`config.mk`:
```
export PLATFORM = sky130hd
export DESIGN_NAME = mux_nx1_stream
export DESIGN_NICKNAME = d
export VERILOG_FILES = /design/src/rtl/mux_nx1_stream.sv
export SDC_FILE = /design/constraint.sdc
export NUM_CORES = 1
export LEC_CHECK = 0
export CAP_MARGIN = 5
export CORE_MARGIN = 1
export CORE_UTILIZATION = 38
export DETAILED_ROUTE_END_ITERATION = 8
export PLACE_DENSITY = 0.79
export SLEW_MARGIN = 20
export SYNTH_ARGS = -nofsm -noshare
export SYNTH_HDL_FRONTEND = slang
export SYNTH_SLANG_ARGS = --single-unit
```
`constraint.sdc`:
```
create_clock -name clock -period 3.5 [get_ports clock]
set_input_delay 1.05 -clock clock [delete_from_list [all_inputs] [get_ports clock]]
set_output_delay 1.05 -clock clock [all_outputs]
set_load 0.03 [all_outputs]
```
`src/rtl/mux_nx1_stream.sv`:
```
// N:1 registered stream multiplexer with valid/ready handshake.
// Each transfer picks one input channel, either by an explicit select or by
// round-robin arbitration. The result lands in a single output register, so
// data appears one cycle after it is accepted. Back-pressure is handled at
// full throughput: a new item can load on the same edge the old one drains.
module mux_nx1_stream #(
  parameter int WIDTH    = 8,
  parameter int CHANNELS = 4,
  localparam int SEL_W   = (CHANNELS > 1) ? $clog2(CHANNELS) : 1
) (
  input  logic                      clock,
  input  logic                      reset,
  input  logic                      mode,
  input  logic [SEL_W-1:0]          sel,
  input  logic [CHANNELS*WIDTH-1:0] in_data,
  input  logic [CHANNELS-1:0]       in_valid,
  output logic [CHANNELS-1:0]       in_ready,
  output logic [WIDTH-1:0]          out_data,
  output logic                      out_valid,
  input  logic                      out_ready,
  output logic [SEL_W-1:0]          out_chan
);

  // Output register stage and round-robin pointer.
  logic [WIDTH-1:0] data_p0;
  logic [SEL_W-1:0] chan_p0;
  logic             vld_p0;
  logic [SEL_W-1:0] ptr;

  logic                load_en;
  logic [CHANNELS-1:0] grant;
  logic                rr_found;
  logic [SEL_W-1:0]    rr_idx;
  logic [SEL_W-1:0]    chan_sel;
  logic [WIDTH-1:0]    mux_data;
  logic                xfer;

  // Channel reached by stepping j places forward from p, wrapping at CHANNELS.
  function automatic int wrap_add(input logic [SEL_W-1:0] p, input int j);
    int s;
    s = int'(p) + j;
    if (s >= CHANNELS) s = s - CHANNELS;
    return s;
  endfunction

  // The slot can take a new item when it is empty or is being drained now.
  assign load_en = !vld_p0 || out_ready;

  // Round-robin candidate: first valid channel at or after ptr, wrapping.
  always_comb begin
    rr_found = 1'b0;
    rr_idx   = '0;
    for (int j = 0; j < CHANNELS; j++) begin
      for (int i = 0; i < CHANNELS; i++) begin
        if (!rr_found && in_valid[i] && (i == wrap_add(ptr, j))) begin
          rr_found = 1'b1;
          rr_idx   = SEL_W'(i);
        end
      end
    end
  end

  // One-hot grant; mode 0 ignores in_valid so ready never depends on data.
  // An out-of-range select matches no channel, so nothing is granted.
  always_comb begin
    grant = '0;
    for (int i = 0; i < CHANNELS; i++) begin
      if (mode) grant[i] = rr_found && (int'(rr_idx) == i);
      else      grant[i] = (int'(sel) == i);
    end
  end

  // Nothing is offered while reset is asserted.
  assign in_ready = (reset && load_en) ? grant : '0;
  assign chan_sel = mode ? rr_idx : sel;
  assign xfer     = |(in_valid & in_ready);

  // Data path steered by the one-hot ready vector.
  always_comb begin
    mux_data = '0;
    for (int i = 0; i < CHANNELS; i++) begin
      if (in_ready[i]) mux_data = in_data[i*WIDTH +: WIDTH];
    end
  end

  // ---- stage p0: output register; pointer advances past the served channel
  always_ff @(posedge clock or negedge reset) begin
    if (!reset) begin
      vld_p0  <= 1'b0;
      data_p0 <= '0;
      chan_p0 <= '0;
      ptr     <= '0;
    end else if (xfer) begin
      vld_p0  <= 1'b1;
      data_p0 <= mux_data;
      chan_p0 <= chan_sel;
      if (mode) ptr <= (int'(rr_idx) == CHANNELS - 1) ? '0 : rr_idx + 1'b1;
    end else if (out_ready) begin
      vld_p0 <= 1'b0;
    end
  end

  assign out_data  = data_p0;
  assign out_chan  = chan_p0;
  assign out_valid = vld_p0;

endmodule

```
==> flow_metrics.tcl, run 1 <==
set metrics [dict create \
    worst_slew_pin_slew_ns 0.769 \
    synth_seq_cells 13 \
    period_minus_slack_ns 3.55 \
    ff2ff_setup_slack_ns 0.41 \
    synth_area_mm2 0.00103 \
    insertion_delay_ns 0.30 \
    drt-pass1-iter-count 4 \
    reg2regPathDepth 11 \
    hold_path_depth 2 \
    gp_congestion 0.884 \
    critPathKind "input port to primary output" \
    start_kind "input port" \
    dr_total_vias 1493 \
    overflow 0 \
    outcome "finished, violations left" \
    cp.required_ns 2.45 \
    cp-startpoint "in_valid[0]" \
    path_cells "buf_6, buf_6, nor2b_4, o21bai_4, and2_4, buf_6, inv_4, ha_4, a31o_4, and2_4, buf_6" \
    reg2reg_to "out_data[3]" \
    fmax_ghz 0.281 \
    fin_nets 254 \
    syn_inst 109 \
    antenna_found_initial 0 \
    nFillCells 137 \
    crit_top_cell "buf_6" \
    post-synth-top-count-cell "dfrtp_1" \
    cts_tree "done" \
    wl_mm 4.84 \
    drtIter0Drc 119 \
    p_leak_uw 0.000941 \
    arrival_ns 2.50 \
    p_total_uw 1240 \
    synth_top_area_share_pct 31.7 \
    yosysTopAreaCell "dfrtp_1" \
    dp.cells 219 \
    ctsRootBufferMaster "clkbuf_4" \
    final_cell_count_no_fill 239 \
    cpLargestDelayFamily "buffers and inverters" \
    fin_crit_sh_pct 102 \
    violations "negative setup slack" \
    die_w_um 54.0 \
    diodes 0 \
    holdPathEnd "out_chan[1]" \
    fp.dieArea_mm2 0.00291 \
    hpwl_mm 2.95 \
    tns_ns -0.115 \
    slowest_delay_ns 0.23 \
    fin_skew_ns 0.0159 \
    cp-end-kind "primary output" \
    syn-num-nets 153 \
    rsz0062_at_grt "true" \
    slew_headroom_pct 48.6 \
    slew_violations 0 \
    antenna_left 0 \
    synth_area_leaders "dfrtp_1 (32%), a221oi_1 (6.8%), o31ai_1 (5.8%)" \
    rows 18 \
    clock_sinks 13 \
    groute.usage.overall_pct 30.3 \
    path_clk_slew_ns 0.08 \
    synthToLayoutAreaGrowth_pct 105 \
    grt_max_degree 15 \
    numPortBuffers 56 \
    post_drt_via_cell_ratio 6.25 \
    async_reset_ff_share_pct 100 \
    cp_max_fo 4 \
    synth_edf_count 0 \
    htree_levels 1 \
    pin_count 57 \
    setup_viol 4 \
    ys.flop_type "dfrtp_1" \
    start_util_pct 40.7 \
    numCtsBuffers 3 \
    synthTopCellsByCount "dfrtp_1 (13), nand3_1 (9), o22ai_1 (9), a221oi_1 (8), o31ai_1 (8)" \
    clk_path_buf_depth 2 \
    hp-class "register to register" \
    ys_warn_count 0 \
    ys_seq_area_share_pct 31.7 \
    min_from "out_chan[1]" \
    critical_path_buf_inv_count 5 \
    cts_hold_buf 0 \
    path_depth 11 \
    route.detailed.drc 0 \
    design.core.area_mm2 0.00252 \
    synth_cell_type_count 40 \
    final-hold-violation-count 0 \
    wl_per_cell_um 20.3 \
    fin_ws_ns -0.0549 \
    grt_pass1_vias 1355 \
    powerDensity_mw_per_mm2 590 \
    vdd_drop_max_mv 0.525 \
    grt_pass1_wl_mm 6.20 \
    drive_gt1_share_pct 40.7 \
    die_y_um 54.0 \
    maxCapViolations 0 \
    syn_area_per_cell_um2 9.42 \
    cp_slowest_cell "a31o_4" \
    reg2reg_from "ptr[1]" \
]
through the flow:
step / util, % / area (µm²) / hold WS (ns) / worst slack [ns]
3_3_place_gp: 71.8 / 1810 / 0.483 / -0.826
5_1_grt: 83.6 / 2110 / 0.536 / -0.0899
4_1_cts: 80.0 / 2020 / 0.516 / -0.0498
2_1_floorplan: - / 1030 / 0.550 / 0.0326
6_report: 83.6 / 2110 / 0.513 / -0.0549
3_5_place_dp: 71.8 / 1810 / 0.492 / -0.888
cell type report:
class                      count  area (µm²)  share of cell area [%]
inverter                       4        17.5                   0.831
sequential                    13         325                    15.4
multi-input combinational     85         756                    35.8
timing repair buffer         103         946                    44.9
tap                           30        37.5                    1.78
clock buffer                   4        26.3                    1.25
worst reg2reg max path: cells and delay by family, from the launching register on:
family | cells | cell delay, ns
buffers and inverters | 2 | 0.17
DFF | 1 | 0.62
AOI/OAI and AO/OA | 5 | 1.69
and+or+nand+nor | 3 | 0.39
adders and majority gates | 1 | 0.14
report_power, final:
group	leakage, µW	switching, µW	total [µW]	internal [µW]
Clock	0.0000150	56.6	101	44.4
Combinational	0.000760	398	852	454
Sequential	0.000166	72.4	291	218
worst max path at each step:
stage / endpoint / slack, ns
after floorplan: in_ready[3] / 0.03
final: in_ready[0] / -0.05
after CTS: in_ready[0] / -0.05
after global placement: in_ready[3] / -0.83
after global routing: in_ready[0] / -0.09
after detailed placement: in_ready[3] / -0.89
routing by layer:
layer  global-route usage, %  wire (µm)
met5                       0          0
met4                    13.2        163
met3                    8.76        339
met2                    51.0       2460
met1                    35.2       1880
state kept, by name (all words and copies together), names as in the netlist:
name	flops
out_data	8
out_chan	2
ptr	2
out_valid	1
cells by family (layout without fill, tap and decap cells):
kind of cell | Yosys count | in the layout | synth area share, %
buf+inv | 11 | 111 | 5.24
flops | 13 | 13 | 31.7
mux | 5 | 5 | 6.09
compound gates | 46 | 46 | 36.3
fa+ha+maj | 2 | 2 | 2.44
simple gates | 32 | 32 | 18.3
placed cells by master (no fill, tap or decap), types with 3 or more instances in the layout:
master	instances
dfrtp_1	13
buf_4	39
o31ai_1	8
and2_4	3
o22ai_1	9
nand3_1	9
clkdlybuf4s50_1	47
clkbuf_4	4
a221oi_1	8
buf_6	14
what timing repair did:
| item | 4_1_cts | 5_1_grt |
|---|---|---|
| endpoints found under the setup margin | 16 | 4 |
| pin swaps | 13 | 9 |
| resized for setup | 45 | 17 |
| gates cloned | 0 | 0 |
| setup buffers | 13 | 4 |
(Power assumes the default switching activity.)
==> run 2, diff against run 1 <==
--- a/config.mk
+++ b/config.mk
@@ -10,4 +10,5 @@
 export CORE_UTILIZATION = 38
 export DETAILED_ROUTE_END_ITERATION = 8
+export HOLD_SLACK_MARGIN = 0.03
 export PLACE_DENSITY = 0.79
 export SLEW_MARGIN = 20
==> constraint.sdc (replaced) <==
create_clock -name clock -period 3.5 [get_ports clock]
set_input_delay 1.05 -clock clock [delete_from_list [all_inputs] [get_ports clock]]
set_output_delay 1.05 -clock clock [all_outputs]
set_load 0.05 [all_outputs]
==> run 2 against run 1 <==
The run still ends with negative setup slack left. First-iteration DRC count down 74%. Flip-flop and latch count did not move. Fmax fell by 0.63%. Register-to-register slack improved by 0.21 ns. Worst hold slack worse by 0.0028 ns. Global-route usage is 0.30 points higher. Via count down 11%. Setup slack worse by 0.023 ns. Critical endpoint is now in_ready[3]. Largest cell class unchanged.
==> flow_metrics.tcl, run 2 (synthesis gave the netlist of run 1 again) <==
set metrics [dict create \
    outcome "finished, violations left" \
    violations "negative setup slack" \
    final-hold-violation-count 0 \
    period_minus_slack_ns 3.58 \
    fp.dieArea_mm2 0.00291 \
    powerDensity_mw_per_mm2 629 \
    post_drt_via_cell_ratio 5.77 \
    ctsRootBufferMaster "clkbuf_4" \
    route.detailed.drc 0 \
    cp.required_ns 2.45 \
    reg2reg_to "out_data[1]" \
    worst_slew_pin_slew_ns 0.698 \
    critPathKind "input port to primary output" \
    cts_tree "done" \
    clock_sinks 13 \
    dp.cells 216 \
    final_common_cell "clkdlybuf4s50_1" \
    pin_count 57 \
    arrival_ns 2.53 \
    drtIter0Drc 31 \
    whs_ns 0.510 \
    hold_path_depth 2 \
    final_area_mm2 0.00204 \
    path_clk_slew_ns 0.10 \
    maxCapViolations 0 \
    antenna_found_initial 0 \
    largest_register_ffs 8 \
    grt_max_degree 11 \
    reg2reg_from "ptr[1]" \
    groute.usage.overall_pct 30.6 \
    slew_headroom_pct 53.4 \
    post-place-ws_ns -0.536 \
    p_leak_uw 0.000879 \
    start_util_pct 40.7 \
    grt_pass1_wl_mm 6.11 \
    reg2regPathDepth 11 \
    cp-end-kind "primary output" \
    design.core.area_mm2 0.00252 \
    place_area_mm2 0.00184 \
    vdd_drop_max_mv 0.533 \
    gp_congestion 0.932 \
    fin_crit_sh_pct 102 \
    insertion_delay_ns 0.30 \
    htree_levels 1 \
    cp_max_fo 3 \
    min_from "out_data[2]" \
    final_cell_count_no_fill 231 \
    numCtsBuffers 3 \
    cts_hold_buf 0 \
    slew_violations 0 \
    synthToLayoutAreaGrowth_pct 98.8 \
    ff2ff_setup_slack_ns 0.62 \
    final_cell_mix "clkdlybuf4s50_1 (48), buf_4 (38), dfrtp_1 (13)" \
    wl_mm 4.25 \
    setup_viol 2 \
    rows 18 \
    nFillCells 162 \
    fin_skew_ns 0.0160 \
    numPortBuffers 56 \
    wl_per_cell_um 18.4 \
    hp-class "register to register" \
    clk_path_buf_depth 2 \
    die_y_um 54.0 \
    fin_ws_ns -0.0774 \
    p_total_uw 1290 \
    dr_total_vias 1332 \
    drive_gt1_share_pct 36.8 \
    drt-pass1-iter-count 4 \
    diodes 0 \
    hpwl_mm 3.07 \
    overflow 0 \
    die_w_um 54.0 \
    holdPathEnd "out_data[2]" \
    fmax_ghz 0.280 \
    antenna_left 0 \
    fin_nets 246 \
    rsz0062_at_grt "true" \
    grt_pass1_vias 1266 \
    start_kind "input port" \
]
-- run 2: cell count changes in the layout (fill, tap and decap cells not counted), sizes merged --
cell,change
buf,-6
clkbuf,-2
clkdlybuf4s50,+1
clkinvlp,+1
dlymetal6s2s,-1
inv,-1
-- run 2: power breakdown --
part           internal (µW)  switching, µW
sequential               218           67.0
combinational            423            477
clock                   44.4           56.2
-- run 2: timing repair --
action	CTS	global route
buffers inserted	9	3
endpoints found under the setup margin	17	4
pin swaps	9	9
resized for setup	34	8
-- run 2: worst max-delay path: stages --
cell and delay, ns:
buf_8 0.10, buf_6 0.11, a311o_1 0.32, and2_4 0.17, ha_4 0.16, a32o_2 0.29, nand2_4 0.09, clkinvlp_4 0.09
buf_8 0.15
-- run 2: worst max-delay path by stage --
stage,from,end,slack [ns],cells after the start
2_1_floorplan,in_valid[2],in_ready[3],-0.008,7
3_3_place_gp,in_valid[2],in_ready[0],-0.47,9
3_5_place_dp,in_valid[2],in_ready[0],-0.54,9
4_1_cts,in_valid[2],in_ready[3],-0.08,9
5_1_grt,in_valid[2],in_ready[3],-0.11,9
6_report,in_valid[2],in_ready[3],-0.08,9
-- run 2: cell type report --
type / instances / area, µm² / share of cell area [%]
Tap cell: 30 / 37.5 / 1.84
Multi-Input combinational cell: 85 / 739 / 36.2
Sequential cell: 13 / 325 / 15.9
Timing Repair Buffer: 95 / 895 / 43.8
Clock buffer: 4 / 26.3 / 1.29
Inverter: 4 / 18.8 / 0.919
-- run 2: metrics by stage --
step                util, %  setup TNS [ns]
floorplan                 -        -0.00820
global placement       72.9           -4.73
detailed placement     72.9           -5.98
CTS                    79.3         -0.0892
global route           81.0          -0.194
finish                 81.0          -0.110
-- run 2: routing by layer --
layer / vias to the layer above / wire length (µm) / track usage [%]
li1: 624 / - / -
met1: 658 / 1810 / 39.2
met2: 44 / 2180 / 50.2
met3: 6 / 191 / 2.54
met4: 0 / 68 / 16.7
met5: - / 0 / 0
